$ cat config.mk
export PLATFORM = sky130hd
export DESIGN_NAME = ext_finish_mc_flat
export DESIGN_NICKNAME = d
export VERILOG_FILES = /design/src/rtl/ext_finish_pkg.sv /design/src/rtl/ext_finish_mc_if.sv /design/src/rtl/ext_finish_chan.sv /design/src/rtl/ext_finish_mc.sv /design/src/flat_wrapper.sv
export SDC_FILE = /design/constraint.sdc
export NUM_CORES = 1
export LEC_CHECK = 0
export BUFFER_PORTS_ARGS = -buffer_cell sky130_fd_sc_hd__buf_2
export CAP_MARGIN = 20
export CORE_MARGIN = 5
export CORE_UTILIZATION = 45
export DETAILED_ROUTE_END_ITERATION = 8
export HOLD_SLACK_MARGIN = 0.1
export PLACE_DENSITY = 0.84
export SETUP_SLACK_MARGIN = 0.05
export SLEW_MARGIN = 20
export SYNTH_ARGS = -nofsm -noshare
export SYNTH_HDL_FRONTEND = slang
export SYNTH_SLANG_ARGS = --single-unit
export TNS_END_PERCENT = 20
$ cat constraint.sdc
create_clock -name CLK -period 1.5 [get_ports CLK]
set_input_delay 0.225 -clock CLK [delete_from_list [all_inputs] [get_ports CLK]]
set_output_delay 0.225 -clock CLK [all_outputs]
set_load 0.02 [all_outputs]
$ cat src/rtl/ext_finish_pkg.sv
// Shared types, constants and helpers for the multi-channel simulation exit detector.
package ext_finish_pkg;

   typedef enum logic [1:0] {
      RUN   = 2'd0,
      DRAIN = 2'd1,
      DONE  = 2'd2
   } state_e;

   // Field positions inside the status word {done, timeout, fail, code}
   function automatic int unsigned out_done_idx(input int unsigned code_w);
      return code_w + 2;
   endfunction

   function automatic int unsigned out_tmo_idx(input int unsigned code_w);
      return code_w + 1;
   endfunction

   function automatic int unsigned out_fail_idx(input int unsigned code_w);
      return code_w;
   endfunction

   // Exit code reported on a watchdog expiry: all ones at the configured width (up to 64)
   function automatic logic [63:0] timeout_code(input int unsigned code_w);
      return (64'd1 << code_w) - 64'd1;
   endfunction

   localparam string ANSI_GREEN = "\033[32m";
   localparam string ANSI_RED   = "\033[31m";
   localparam string ANSI_RESET = "\033[0m";

endpackage

$ cat src/rtl/ext_finish_mc_if.sv
// Exit-request bus: packed per-channel {exit_req, exit_code} in, status word and finish strobe out.
interface ext_finish_mc_if #(
   parameter int unsigned NCH    = 2,
   parameter int unsigned CODE_W = 8
) ();
   logic [NCH*(CODE_W+1)-1:0] arg;
   logic [CODE_W+2:0]         out;
   logic                      finish;

   modport master (output arg, input out, input finish);
   modport slave  (input arg, output out, output finish);
endinterface

$ cat src/rtl/ext_finish_chan.sv
// One exit channel: sticky exited flag plus the code latched on the first accepted request.
module ext_finish_chan #(
   parameter int unsigned CODE_W = 8
) (
   input  logic              CLK,
   input  logic              RST,
   input  logic              capture_en,
   input  logic              exit_req,
   input  logic [CODE_W-1:0] exit_code,
   output logic              exited,
   output logic [CODE_W-1:0] code
);
   logic              exited_q;
   logic [CODE_W-1:0] code_q;

   // First accepted request wins; later ones on this channel are ignored
   always_ff @(posedge CLK or posedge RST) begin
      if (RST) begin
         exited_q <= 1'b0;
         code_q   <= '0;
      end else if (capture_en && exit_req && !exited_q) begin
         exited_q <= 1'b1;
         code_q   <= exit_code;
      end
   end

   assign exited = exited_q;
   assign code   = code_q;
endmodule

$ cat src/rtl/ext_finish_mc.sv
// Multi-channel exit detector: trigger, verdict encode, watchdog, drain delay and finish strobe.
module ext_finish_mc
   import ext_finish_pkg::*;
#(
   parameter int unsigned NCH          = 2,
   parameter int unsigned CODE_W       = 8,
   parameter int unsigned MODE_ALL     = 1,
   parameter int unsigned DRAIN_CYCLES = 16,
   parameter int unsigned TIMEOUT      = 0,
   parameter int unsigned TMR_W        = 32
) (
   input logic            CLK,
   input logic            RST,
   ext_finish_mc_if.slave bus
);
   localparam int unsigned       CW         = CODE_W + 1;
   localparam int unsigned       DW         = (DRAIN_CYCLES > 1) ? $clog2(DRAIN_CYCLES) : 1;
   localparam logic [CODE_W-1:0] TO_CODE    = CODE_W'(timeout_code(CODE_W));
   localparam logic [DW-1:0]     DRAIN_LAST = DW'(DRAIN_CYCLES - 1);
   localparam logic [TMR_W-1:0]  WD_LAST    = TMR_W'(TIMEOUT - 1);
   localparam int unsigned       DONE_IDX   = out_done_idx(CODE_W);
   localparam int unsigned       TMO_IDX    = out_tmo_idx(CODE_W);
   localparam int unsigned       FAIL_IDX   = out_fail_idx(CODE_W);

   state_e              state_q, state_d;
   logic [NCH-1:0]      req, exited, exited_now;
   logic [CODE_W-1:0]   codes [NCH];
   logic                capture_en, trigger, wd_hit, fail_any;
   logic [CODE_W-1:0]   code_sel;
   logic [TMR_W-1:0]    wd_q;
   logic [DW-1:0]       drn_q;
   logic                timeout_q, fin_q;
   logic [CODE_W+2:0]   out_d;

   assign capture_en = (state_q != DONE);

   for (genvar c = 0; c < NCH; c++) begin : g_chan
      assign req[c] = bus.arg[c*CW + CODE_W];
      ext_finish_chan #(
         .CODE_W (CODE_W)
      ) u_chan (
         .CLK        (CLK),
         .RST        (RST),
         .capture_en (capture_en),
         .exit_req   (req[c]),
         .exit_code  (bus.arg[c*CW +: CODE_W]),
         .exited     (exited[c]),
         .code       (codes[c])
      );
   end

   // Trigger sees this cycle's captures as well as the registered ones
   assign exited_now = exited | (req & {NCH{capture_en}});
   assign trigger    = (MODE_ALL != 0) ? (&exited_now) : (|exited_now);
   assign wd_hit     = (TIMEOUT != 0) && (state_q == RUN) && (wd_q == WD_LAST);

   // State register
   always_ff @(posedge CLK or posedge RST) begin
      if (RST) state_q <= RUN;
      else     state_q <= state_d;
   end

   // Next state: RUN leaves on trigger or watchdog; DRAIN counts out; DONE absorbs
   always_comb begin
      state_d = state_q;
      case (state_q)
         RUN:     if (trigger || wd_hit) state_d = (DRAIN_CYCLES == 0) ? DONE : DRAIN;
         DRAIN:   if (drn_q == DRAIN_LAST) state_d = DONE;
         DONE:    state_d = DONE;
         default: state_d = RUN;
      endcase
   end

   // Watchdog counts RUN cycles and saturates; drain counter idles at 0 outside DRAIN
   always_ff @(posedge CLK or posedge RST) begin
      if (RST) begin
         wd_q  <= '0;
         drn_q <= '0;
      end else begin
         if (state_q == RUN && wd_q != {TMR_W{1'b1}}) wd_q <= wd_q + 1'b1;
         if (state_q == DRAIN) drn_q <= drn_q + 1'b1;
         else                  drn_q <= '0;
      end
   end

   // Timeout flag is set only when the watchdog fires without a competing trigger
   always_ff @(posedge CLK or posedge RST) begin
      if (RST) begin
         timeout_q <= 1'b0;
         fin_q     <= 1'b0;
      end else begin
         if (wd_hit && !trigger) timeout_q <= 1'b1;
         fin_q <= (state_d == DONE) && (state_q != DONE);
      end
   end

   // Lowest-index channel with a nonzero code supplies the reported code
   always_comb begin
      fail_any = 1'b0;
      code_sel = '0;
      for (int c = NCH - 1; c >= 0; c--) begin
         if (exited[c] && codes[c] != '0) begin
            fail_any = 1'b1;
            code_sel = codes[c];
         end
      end
   end

   // Status word is held at zero while running
   always_comb begin
      out_d = '0;
      if (state_q != RUN) begin
         out_d[DONE_IDX]     = (state_q == DONE);
         out_d[TMO_IDX]      = timeout_q;
         out_d[FAIL_IDX]     = timeout_q | fail_any;
         out_d[CODE_W-1:0]   = timeout_q ? TO_CODE : code_sel;
      end
   end

   assign bus.out    = out_d;
   assign bus.finish = fin_q;

`ifdef SIMULATION
   // Report the verdict on the finish cycle and end the run
   always @(posedge CLK) begin
      if (fin_q) begin
         if (timeout_q)     $display("%sTIMEOUT%s", ANSI_RED, ANSI_RESET);
         else if (fail_any) $display("%sFAIL (%0d)%s", ANSI_RED, code_sel, ANSI_RESET);
         else               $display("%sPASS%s", ANSI_GREEN, ANSI_RESET);
         $finish;
      end
   end
`endif
endmodule

$ cat src/flat_wrapper.sv
// flat-port wrapper written by rule: the top's interface ports become plain ports
module ext_finish_mc_flat import ext_finish_pkg::*;
#(
   parameter int unsigned NCH          = 2,
   parameter int unsigned CODE_W       = 8,
   parameter int unsigned MODE_ALL     = 1,
   parameter int unsigned DRAIN_CYCLES = 16,
   parameter int unsigned TIMEOUT      = 0,
   parameter int unsigned TMR_W        = 32
)
  (CLK, RST, bus_arg, bus_out, bus_finish);
  ext_finish_mc_if #(.NCH(NCH), .CODE_W(CODE_W)) bus_i ();
  input logic CLK;
  input logic RST;
  input wire logic [$bits(bus_i.arg)-1:0] bus_arg;
  output wire logic [$bits(bus_i.out)-1:0] bus_out;
  output wire logic [$bits(bus_i.finish)-1:0] bus_finish;
  assign bus_i.arg = bus_arg;
  assign bus_out = bus_i.out;
  assign bus_finish = bus_i.finish;
  ext_finish_mc #(.NCH(NCH), .CODE_W(CODE_W), .MODE_ALL(MODE_ALL), .DRAIN_CYCLES(DRAIN_CYCLES), .TIMEOUT(TIMEOUT), .TMR_W(TMR_W)) u_core (.CLK(CLK), .RST(RST), .bus(bus_i));
endmodule
==> run_results.csv, run 1 <==
group,metric,value,unit
sta,finalCriticalPeriod,1.83,ns
critical_path,r2r-start,"u_core.state_q[1]",
pwr,leakage,0.770,nW
layout,fin_util,66.3,%
floorplanning,io_pins,32,
outcome,violations,"setup timing",
clock_network,h-tree-depth,1,
critical_path,critPathMaxStageDelay,0.45,ns
outcome,status,"finished, violations left",
synthesis,synth.area.top_cells,"dfrtp_1 (54%), mux2_2 (15%), nand2_1 (5.9%)",
synthesis,yosysSeqAreaShare,54.3,%
floorplanning,die_h,60.6,um
floorplanning,start_util,46.9,%
clock_network,clk_latency,0.31,ns
global_routing,grt_pass1_vias,869,
critical_path,crit_path_end,"bus_out[0]",
critical_path,reg2regPathDepth,5,
synthesis,synth.largest_area_cell,"dfrtp_1",
global_routing,gr-usage-met3,2.77,%
job,max_cap_violations,0,
place,routabilityCongestion,0.825,
critical_path,cp.depth,4,
critical_path,crit_slowest_cell,"dfrtp_1",
sta,setup_viol,9,
synthesis,post_synth.cell_area_avg,11.3,um2
global_routing,use_met2,24.7,%
critical_path,crit_chain,"nor4_4 > a21boi_4 > o21ai_2 > buf_6",
sta,fin_setup_tns,-2.89,ns
critical_path,path_max_fanout,8,
critical_path,crit_family,"flip-flops",
pwr,p_per_area,873,nW/um2
global_routing,grt_pass1_wl,3890,um
clock_network,clockRootBuffer,"clkbuf_4",
global_routing,grt.busiest_layer,"met2",
global_routing,track_usage,14.3,%
drt,wirelength,2460,um
drt,drc,0,
place,hpwl,1890,um
clock_network,clock-sinks,25,
clock_network,cts_tree,"done",
pwr,totalPowerFinal,0.00142,W
drt,via_per_inst,5.07,
drt,wl_per_cell,14.4,um
synthesis,postSynthCellCount,102,
drt,num_vias,867,
synthesis,synth_area,1150,um2
pwr,peakVddDrop,0.632,mV
global_routing,grt.overflow.total,0,
sta,fmax,546,MHz
critical_path,crit_type,"reg -> out",
drt,drt_first_pass_iters,4,
clock_network,cts.path.max_buffers,2,
floorplanning,core,2450,um2
synthesis,synth_cell_types,25,
worst_hold_path,hold_class,"in -> reg",
global_routing,grt_use_met1,18.4,%
sta,timing.final.crit_share,122,%
critical_path,critPathArrivalTime,1.61,ns
global_routing,antenna_found_initial,0,
floorplanning,die_area,3670,um2
synthesis,ys_ff_latch,25,
floorplanning,die_w,60.6,um
global_routing,grt_max_degree,26,
place,dpl_cell_area,1430,um2
drt,drt.antenna.violating_nets,0,
place,port_buffers,30,
sta,slew_violations,0,
sta,rsz0062_at_grt,"true",
sta,fin_worst_skew,0.00819,ns
critical_path,startpoint,"u_core.g_chan[0].u_chan.code[4]",
critical_path,rrSetupSlack,0.04,ns
layout,final_cell_area,1630,um2
critical_path,cp_num_buf_inv,1,
synthesis,ys_warn_count,0,
floorplanning,rows,18,
critical_path,start_kind,"register",
sta,finalHoldViolCount,0,
synthesis,synth.top_cell.area_share,54.3,%
critical_path,cp.required,1.27,ns
layout,synthToLayoutAreaGrowth,41.4,%
critical_path,r2r_end,"u_core.g_chan[1].u_chan.code[7]",
layout,layout.nets,163,
clock_network,cts_buffers,3,
layout,diodes,0,
sta,hold_slack,0.133,ns
layout,drive_gt1_share,51.1,%
critical_path,worst_setup_path_end_kind,"primary output",
drt,drt_iter0_markers,15,
synthesis,syn_nets,123,
clock_network,clk_pin_slew,0.14,ns
sta,setup_slack,-0.332,ns
-- state kept, by name, summed over array words and instances, names as in the netlist --
register / count
u_core.bus.finish: 1
u_core.state_q: 2
u_core.g_chan.u_chan.code: 16
u_core.drn_q: 4
u_core.g_chan.u_chan.exited: 2
-- worst reg2reg max path, cell delays in order (launching register included) --
cell,delay [ns]
dfrtp_1,0.47
nand2b_4,0.11
inv_4,0.05
nor3b_4,0.23
buf_12,0.17
mux2_2,0.33
-- cell families after synthesis --
| group | share of synthesized area, % |
|---|---|
| AND/OR/NAND/NOR | 15.7 |
| flip-flops | 54.3 |
| multiplexers | 15.7 |
| AO/OA/AOI/OAI | 9.13 |
| XOR/XNOR | 1.52 |
| buffers and inverters | 2.28 |
| other | 0.326 |
| adder cells (fa/ha/maj) | 1.09 |
-- final cells by class --
class	count	area, um2
fillers	185	827
flip-flops and latches	25	627
multi-input cells	71	621
repair buffers	38	299
well taps	30	37.5
clock buffers	3	22.5
inverters	3	13.8
clock inverters	1	7.51
-- cell usage after synthesis --
master / number
dfrtp_1: 25
nand2_1: 18
mux2_2: 15
o21ai_0: 9
nor2_1: 5
nor4_1: 4
a21o_1: 2
clkbuf_1: 2
inv_1: 2
nand2b_1: 2
nand3_1: 2
nor3b_4: 2
o21a_1: 2
a21boi_0: 1
a22o_1: 1
buf_4: 1
conb_1: 1
ha_1: 1
inv_2: 1
mux2_1: 1
nand2b_2: 1
o22ai_1: 1
o31ai_1: 1
xnor2_1: 1
xor2_1: 1
-- cells in the final DEF, fill, tap and decap left out, types with 2 or more instances in the layout --
cell / count
a21o_1: 2
buf_12: 2
buf_2: 20
buf_4: 5
buf_6: 9
clkbuf_4: 3
dfrtp_1: 24
dlygate4sd3_1: 2
inv_1: 2
mux2_2: 4
mux2_4: 12
nand2_1: 18
nand2b_1: 2
nand3_1: 2
nor2_1: 5
nor3b_4: 2
nor4_1: 2
nor4_4: 2
o21a_1: 2
o21ai_2: 8
-- what timing repair did --
item / 4_1_cts / 5_1_grt
hold buffers: 1 / 1
endpoints found under the hold margin: 25 / 1
pin swaps: 4 / 0
endpoints found under the setup margin: 26 / 26
setup buffers: 1 / 0
resized for setup: 21 / 16
-- how the worst min path moves through the flow --
stage	depth (start not counted)	slack, ns	from	to
floorplan	1	0.25	RST	u_core.bus.finish
global route	2	0.10	bus_arg[1]	u_core.g_chan[0].u_chan.code[1]
finish	2	0.13	bus_arg[3]	u_core.g_chan[0].u_chan.code[3]
global placement	3	0.28	RST	u_core.g_chan[1].u_chan.code[7]
CTS	2	0.12	bus_arg[3]	u_core.g_chan[0].u_chan.code[3]
detailed placement	3	0.30	RST	u_core.g_chan[1].u_chan.code[3]
-- through the flow --
step	instances	setup WS, ns
finish	171	-0.332
CTS	170	-0.337
global placement	164	0.0212
global route	171	-0.431
detailed placement	164	-0.0655
floorplan	102	0.0565
-- layer usage --
layer / vias up / part of all wire [%]
met5: - / 0
met3: 2 / 5.8
li1: 430 / -
met4: 0 / 0.49
met2: 20 / 50
met1: 415 / 44
-- report_power, final --
part,switching (W),leakage [nW],internal (W)
Combinational,0.000144,0.456,0.000183
Sequential,0.0000618,0.301,0.000730
Clock,0.000201,0.0139,0.000102
Total,0.000407,0.770,0.00101
(Power assumes the default switching activity.)
==> inputs of run 2 (changes only) <==
--- a/config.mk
+++ b/config.mk
@@ -12,6 +12,7 @@
 export DETAILED_ROUTE_END_ITERATION = 8
 export HOLD_SLACK_MARGIN = 0.1
 export PLACE_DENSITY = 0.84
+export RECOVER_POWER = 25
 export SETUP_SLACK_MARGIN = 0.05
 export SLEW_MARGIN = 20
 export SYNTH_ARGS = -nofsm -noshare
==> run_results.csv, run 2 (synthesis gave the netlist of run 1 again) <==
group,metric,value,unit
critical_path,crit_type,"reg -> out",
place,port_buffers,30,
critical_path,startpoint,"u_core.g_chan[0].u_chan.code[4]",
global_routing,grt_max_degree,26,
critical_path,crit_slowest_cell,"dfrtp_1",
sta,hold_slack,0.133,ns
drt,num_vias,864,
sta,rsz0062_at_grt,"true",
job,max_cap_violations,0,
global_routing,track_usage,14.3,%
sta,fin_worst_skew,0.00874,ns
layout,final_cell_area,1630,um2
clock_network,cts.path.max_buffers,2,
global_routing,antenna_found_initial,0,
pwr,seq_power_share,55.7,%
sta,setup_slack,-0.331,ns
sta,slew_headroom,59.2,%
critical_path,worst_setup_path_end_kind,"primary output",
sta,fin_setup_tns,-2.89,ns
clock_network,clockRootBuffer,"clkbuf_4",
clock_network,clk_latency,0.31,ns
drt,wirelength,2460,um
critical_path,start_kind,"register",
layout,diodes,0,
pwr,clkPwrFrac,21.3,%
sta,timing.final.crit_share,122,%
clock_network,clk_pin_slew,0.14,ns
floorplanning,die_h,60.6,um
critical_path,r2r-start,"u_core.state_q[1]",
worst_hold_path,hold_class,"in -> reg",
floorplanning,die_w,60.6,um
layout,layout.nets,163,
worst_hold_path,whs_path_depth,2,
layout,layout_common_cells,"dfrtp_1 (24), buf_2 (20), nand2_1 (18)",
global_routing,grt.overflow.total,0,
layout,fin_util,66.2,%
floorplanning,io_pins,32,
pwr,comb_power_share,23.0,%
pwr,switching_share,28.6,%
pwr,internal_power,0.00101,W
layout,largest_register_ffs,16,
drt,drt_first_pass_iters,4,
sta,finalHoldViolCount,0,
floorplanning,start_util,46.9,%
place,hpwl,1890,um
critical_path,crit_chain,"nor4_4 > a21boi_4 > o21ai_2 > buf_6",
layout,drive_gt1_share,51.1,%
layout,synthToLayoutAreaGrowth,41.2,%
drt,drc,0,
clock_network,cts_buffers,3,
sta,fmax,546,MHz
clock_network,cts_tree,"done",
critical_path,critPathMaxStageDelay,0.45,ns
drt,drt.antenna.violating_nets,0,
floorplanning,die_area,3670,um2
sta,slew_violations,0,
layout,final_common_cell,"dfrtp_1",
place,dpl_cell_area,1430,um2
pwr,power_switching,0.000406,W
drt,drt_iter0_markers,15,
critical_path,reg2regPathDepth,5,
worst_hold_path,hp-start,"bus_arg[3]",
pwr,leakage,0.770,nW
critical_path,path_max_fanout,8,
sta,tightest_slew,0.613,ns
floorplanning,rows,18,
global_routing,grt_pass1_vias,869,
global_routing,grt_pass1_wl,3890,um
place,routabilityCongestion,0.825,
clock_network,h-tree-depth,1,
drt,wl_per_cell,14.4,um
sta,setup_viol,9,
drt,via_per_inst,5.05,
critical_path,cp.required,1.27,ns
clock_network,clock-sinks,25,
outcome,violations,"setup timing",
pwr,peakVddDrop,0.631,mV
critical_path,critPathArrivalTime,1.61,ns
critical_path,rrSetupSlack,0.04,ns
critical_path,r2r_end,"u_core.g_chan[1].u_chan.code[7]",
outcome,status,"finished, violations left",
floorplanning,core,2450,um2
worst_hold_path,min_to,"u_core.g_chan[0].u_chan.code[3]",
sta,finalCriticalPeriod,1.83,ns
pwr,p_per_area,873,nW/um2
## run 2: changes by cell type in the layout (fill, tap and decap cells not counted), sizes merged
cell,delta
buf,-1
clkbuf,+1
## run 2: worst max-delay path, delay by kind of cell, from the launching register on
| kind | cells | cell delay (ns) |
|---|---|---|
| flops | 1 | 0.45 |
| compound gates | 2 | 0.33 |
| buf+inv | 1 | 0.14 |
| simple gates | 1 | 0.37 |
## run 2: metrics by stage
step	worst slack, ns	power, W	cells
final	-0.331	0.00142	171
after global routing	-0.431	0.00150	171
after CTS	-0.337	0.00141	170
after detailed placement	-0.0655	0.00104	164
after global placement	0.0212	0.00103	164
after floorplan	0.0565	0.000945	102
## run 2: repair_timing
item                                    4_1_cts  5_1_grt
resized for setup                            21       16
endpoints found under the hold margin        25        1
pin swaps                                     4        0
buffers inserted                              1        0
endpoints found under the setup margin       26       26
hold buffers                                  1        1
## run 2: layout make-up
class                   instances  area, um2
repair buffers                 38        297
flip-flops and latches         25        627
clock buffers                   3       22.5
fillers                       186        830
multi-input cells              71        621
clock inverters                 1       7.51
well taps                      30       37.5
inverters                       3       13.8
## run 2: worst max path at each step
stage                                      end  slack (ns)
6_report                            bus_out[0]       -0.33
3_5_place_dp                        bus_out[3]       -0.07
3_3_place_gp                        bus_out[1]        0.02
5_1_grt                             bus_out[8]       -0.43
2_1_floorplan  u_core.g_chan[1].u_chan.code[0]        0.06
4_1_cts                             bus_out[3]       -0.34
## run 2: per-layer routing
| metal | vias up | GRT usage (%) | routed length, um |
|---|---|---|---|
| met5 | - | 0 | 0 |
| met4 | 0 | 3.72 | 12 |
| met3 | 2 | 2.77 | 149 |
| met2 | 22 | 24.7 | 1220 |
| met1 | 411 | 18.4 | 1080 |
| li1 | 429 | - | - |
## run 2: power by group through the flow
stage / sequential, W / combinational (W) / clock [W]
2_1_floorplan: 0.000778 / 0.000167 / 0
3_3_place_gp: 0.000789 / 0.000237 / 0
3_5_place_dp: 0.000793 / 0.000247 / 0
4_1_cts: 0.000789 / 0.000299 / 0.000321
5_1_grt: 0.000799 / 0.000350 / 0.000356
6_report: 0.000791 / 0.000326 / 0.000302
==> inputs of run 3 (changes only) <==
--- a/config.mk
+++ b/config.mk
@@ -8,14 +8,15 @@
 export BUFFER_PORTS_ARGS = -buffer_cell sky130_fd_sc_hd__buf_2
 export CAP_MARGIN = 20
 export CORE_MARGIN = 5
-export CORE_UTILIZATION = 45
+export CORE_UTILIZATION = 47
 export DETAILED_ROUTE_END_ITERATION = 8
 export HOLD_SLACK_MARGIN = 0.1
-export PLACE_DENSITY = 0.84
+export PLACE_DENSITY = 0.86
 export RECOVER_POWER = 25
 export SETUP_SLACK_MARGIN = 0.05
 export SLEW_MARGIN = 20
 export SYNTH_ARGS = -nofsm -noshare
 export SYNTH_HDL_FRONTEND = slang
+export SYNTH_HIERARCHICAL = 1
 export SYNTH_SLANG_ARGS = --single-unit
 export TNS_END_PERCENT = 20
==> run_results.csv, run 3 <==
group,metric,value,unit
synthesis,synth_cell_types,25,
pwr,totalPowerFinal,0.00143,W
floorplanning,die_w,62.2,um
floorplanning,die_area,3870,um2
floorplanning,core,2690,um2
global_routing,grt_max_degree,14,
place,dp_cells,177,
floorplanning,io_pins,32,
layout,synthToLayoutAreaGrowth,28.9,%
global_routing,gr-usage-met3,1.98,%
sta,finalHoldViolCount,0,
job,max_cap_violations,0,
place,hpwl,2160,um
floorplanning,start_util,47.7,%
pwr,peakVddDrop,0.735,mV
clock_network,clockRootBuffer,"clkbuf_4",
pwr,leakage,0.807,nW
clock_network,h-tree-depth,1,
place,port_buffers,30,
layout,layout_common_cells,"buf_2 (28), dfrtp_1 (22), mux2_2 (18)",
place,dpl_cell_area,1570,um2
synthesis,synth_enable_flop_cells,0,
layout,largest_register_ffs,16,
layout,nFillCells,211,
critical_path,critPathMaxStageDelay,0.58,ns
sta,slew_violations,0,
synthesis,synth.top_cell.area_share,48.8,%
critical_path,crit_chain,"or4_4 > o221ai_4 > a21oi_1 > buf_2",
layout,final_common_cell,"buf_2",
global_routing,grt.busiest_layer,"met2",
synthesis,yosysSeqAreaShare,48.8,%
layout,fin_util,61.5,%
layout,stdcell_count,183,
drt,num_vias,1023,
clock_network,cts_buffers,3,
layout,final_cell_area,1650,um2
drt,drt.antenna.violating_nets,0,
synthesis,async_reset_ff_share,100,%
sta,rsz0062_at_grt,"true",
outcome,status,"finished, violations left",
layout,layout.nets,174,
critical_path,crit_family,"simple AND/OR/NAND/NOR gates",
drt,drc,0,
floorplanning,die_h,62.2,um
critical_path,worst_setup_path_end_kind,"primary output",
sta,fin_worst_skew,0.00298,ns
clock_network,clk_latency,0.32,ns
drt,drt_first_pass_iters,4,
outcome,violations,"setup timing",
synthesis,synthTopCellsByCount,"dfrtp_1 (25), mux2_2 (18), a21oi_1 (9), a31oi_1 (8)",
clock_network,clk_pin_slew,0.13,ns
synthesis,synth.area.top_cells,"dfrtp_1 (49%), mux2_2 (16%), mux2_1 (5.3%)",
synthesis,synth.most_common_cell,"dfrtp_1",
critical_path,cp.required,1.27,ns
clock_network,cts.path.max_buffers,2,
floorplanning,rows,19,
global_routing,grt.overflow.total,0,
synthesis,syn_nets,124,
synthesis,yosys_most_used_dff,"dfrtp_1",
critical_path,crit_slowest_cell,"or4_4",
critical_path,cp_num_buf_inv,1,
synthesis,postSynthCellCount,103,
drt,wirelength,3010,um
global_routing,grt_use_met1,18.7,%
global_routing,grt_pass1_vias,1082,
synthesis,post_synth.cell_area_avg,12.5,um2
sta,finalCriticalPeriod,2.05,ns
critical_path,crit_type,"reg -> out",
sta,timing.final.crit_share,137,%
layout,diodes,0,
synthesis,synth_area,1280,um2
sta,setup_slack,-0.548,ns
synthesis,synth.largest_area_cell,"dfrtp_1",
layout,drive_gt1_share,53.3,%
drt,wl_per_cell,16.5,um
critical_path,path_max_fanout,5,
synthesis,ys_warn_count,6,
critical_path,critPathArrivalTime,1.82,ns
place,routabilityCongestion,0.893,
drt,via_per_inst,5.59,
pwr,p_per_area,863,nW/um2
global_routing,antenna_found_initial,0,
synthesis,ys_ff_latch,25,
clock_network,cts_tree,"done",
global_routing,grt_pass1_wl,5000,um
drt,drt_iter0_markers,29,
global_routing,track_usage,15.8,%
sta,fmax,488,MHz
sta,setup_viol,9,
global_routing,use_met2,27.3,%
clock_network,clock-sinks,25,
worst_hold_path,hold_class,"in -> reg",
critical_path,start_kind,"register",
[run 3: changes by cell type after synthesis, sizes merged, moves of 3 or more]
cell	delta
nand2	-15
a21oi	+9
a31oi	+8
mux2	+8
o21ai	-7
inv	+3
[run 3: kinds of logic (layout without fill, tap and decap cells)]
family / Yosys count / in the layout / share of synthesized area [%]
AO/OA/AOI/OAI: 24 / 25 / 12.9
AND/OR/NAND/NOR: 17 / 17 / 11.5
flip-flops: 25 / 25 / 48.8
other: 1 / 1 / 0.292
multiplexers: 24 / 24 / 21.1
buffers and inverters: 9 / 57 / 3.12
adder cells (fa/ha/maj): 1 / 1 / 0.975
XOR/XNOR: 2 / 2 / 1.37
[run 3: worst paths after layout]
path                                                   end                            start  cells past startpoint  slack (ns)
max                                             bus_out[7]  u_core/g_chan[1].u_chan/code[5]                      4       -0.55
min                        u_core/g_chan[0].u_chan/code[6]                       bus_arg[6]                      2        0.12
max reg2reg                u_core/g_chan[0].u_chan/code[2]                u_core/state_q[0]                      4        0.16
min reg2reg                                u_core/drn_q[0]                  u_core/drn_q[0]                      1        0.49
max in group asynchronous   u_core/g_chan[0].u_chan/exited                              RST                      3        0.78
min in group asynchronous                u_core/state_q[0]                              RST                      3        0.41
[run 3: layout make-up]
cell class | count | area [um2] | share of cell area [%]
Timing Repair Buffer | 47 | 282 | 17.0
Clock buffer | 4 | 26.3 | 1.59
Multi-Input combinational cell | 70 | 654 | 39.6
Sequential cell | 25 | 629 | 38.1
Inverter | 6 | 22.5 | 1.36
Tap cell | 31 | 38.8 | 2.35
[run 3: power breakdown]
group	internal [W]	total, W	switching [W]
Combinational	0.000184	0.000356	0.000172
Sequential	0.000724	0.000768	0.0000447
Clock	0.000104	0.000302	0.000197
Total	0.00101	0.00143	0.000414
[run 3: layer usage]
layer / vias to the layer above / share of wire [%]
met5: - / 0
met4: 0 / 3.0
met3: 8 / 5.5
met2: 44 / 49
met1: 488 / 42
li1: 483 / -
[run 3: repair_timing]
action | in CTS | in global routing
resized for setup | 6 | 3
pin swaps | 2 | 1
gates cloned | 1 | 0
endpoints found under the setup margin | 10 | 17
hold buffers | 1 | 0
setup buffers | 0 | 0
endpoints found under the hold margin | 25 | 0
[run 3: per-stage QoR]
step	setup slack, ns	hold WS, ns	setup TNS (ns)
after global placement	-0.197	0.176	-1.65
after detailed placement	-0.223	0.193	-1.90
after floorplan	-0.105	0.0284	-0.935
after CTS	-0.554	0.120	-4.86
final	-0.548	0.124	-4.81
after global routing	-0.643	0.117	-5.61
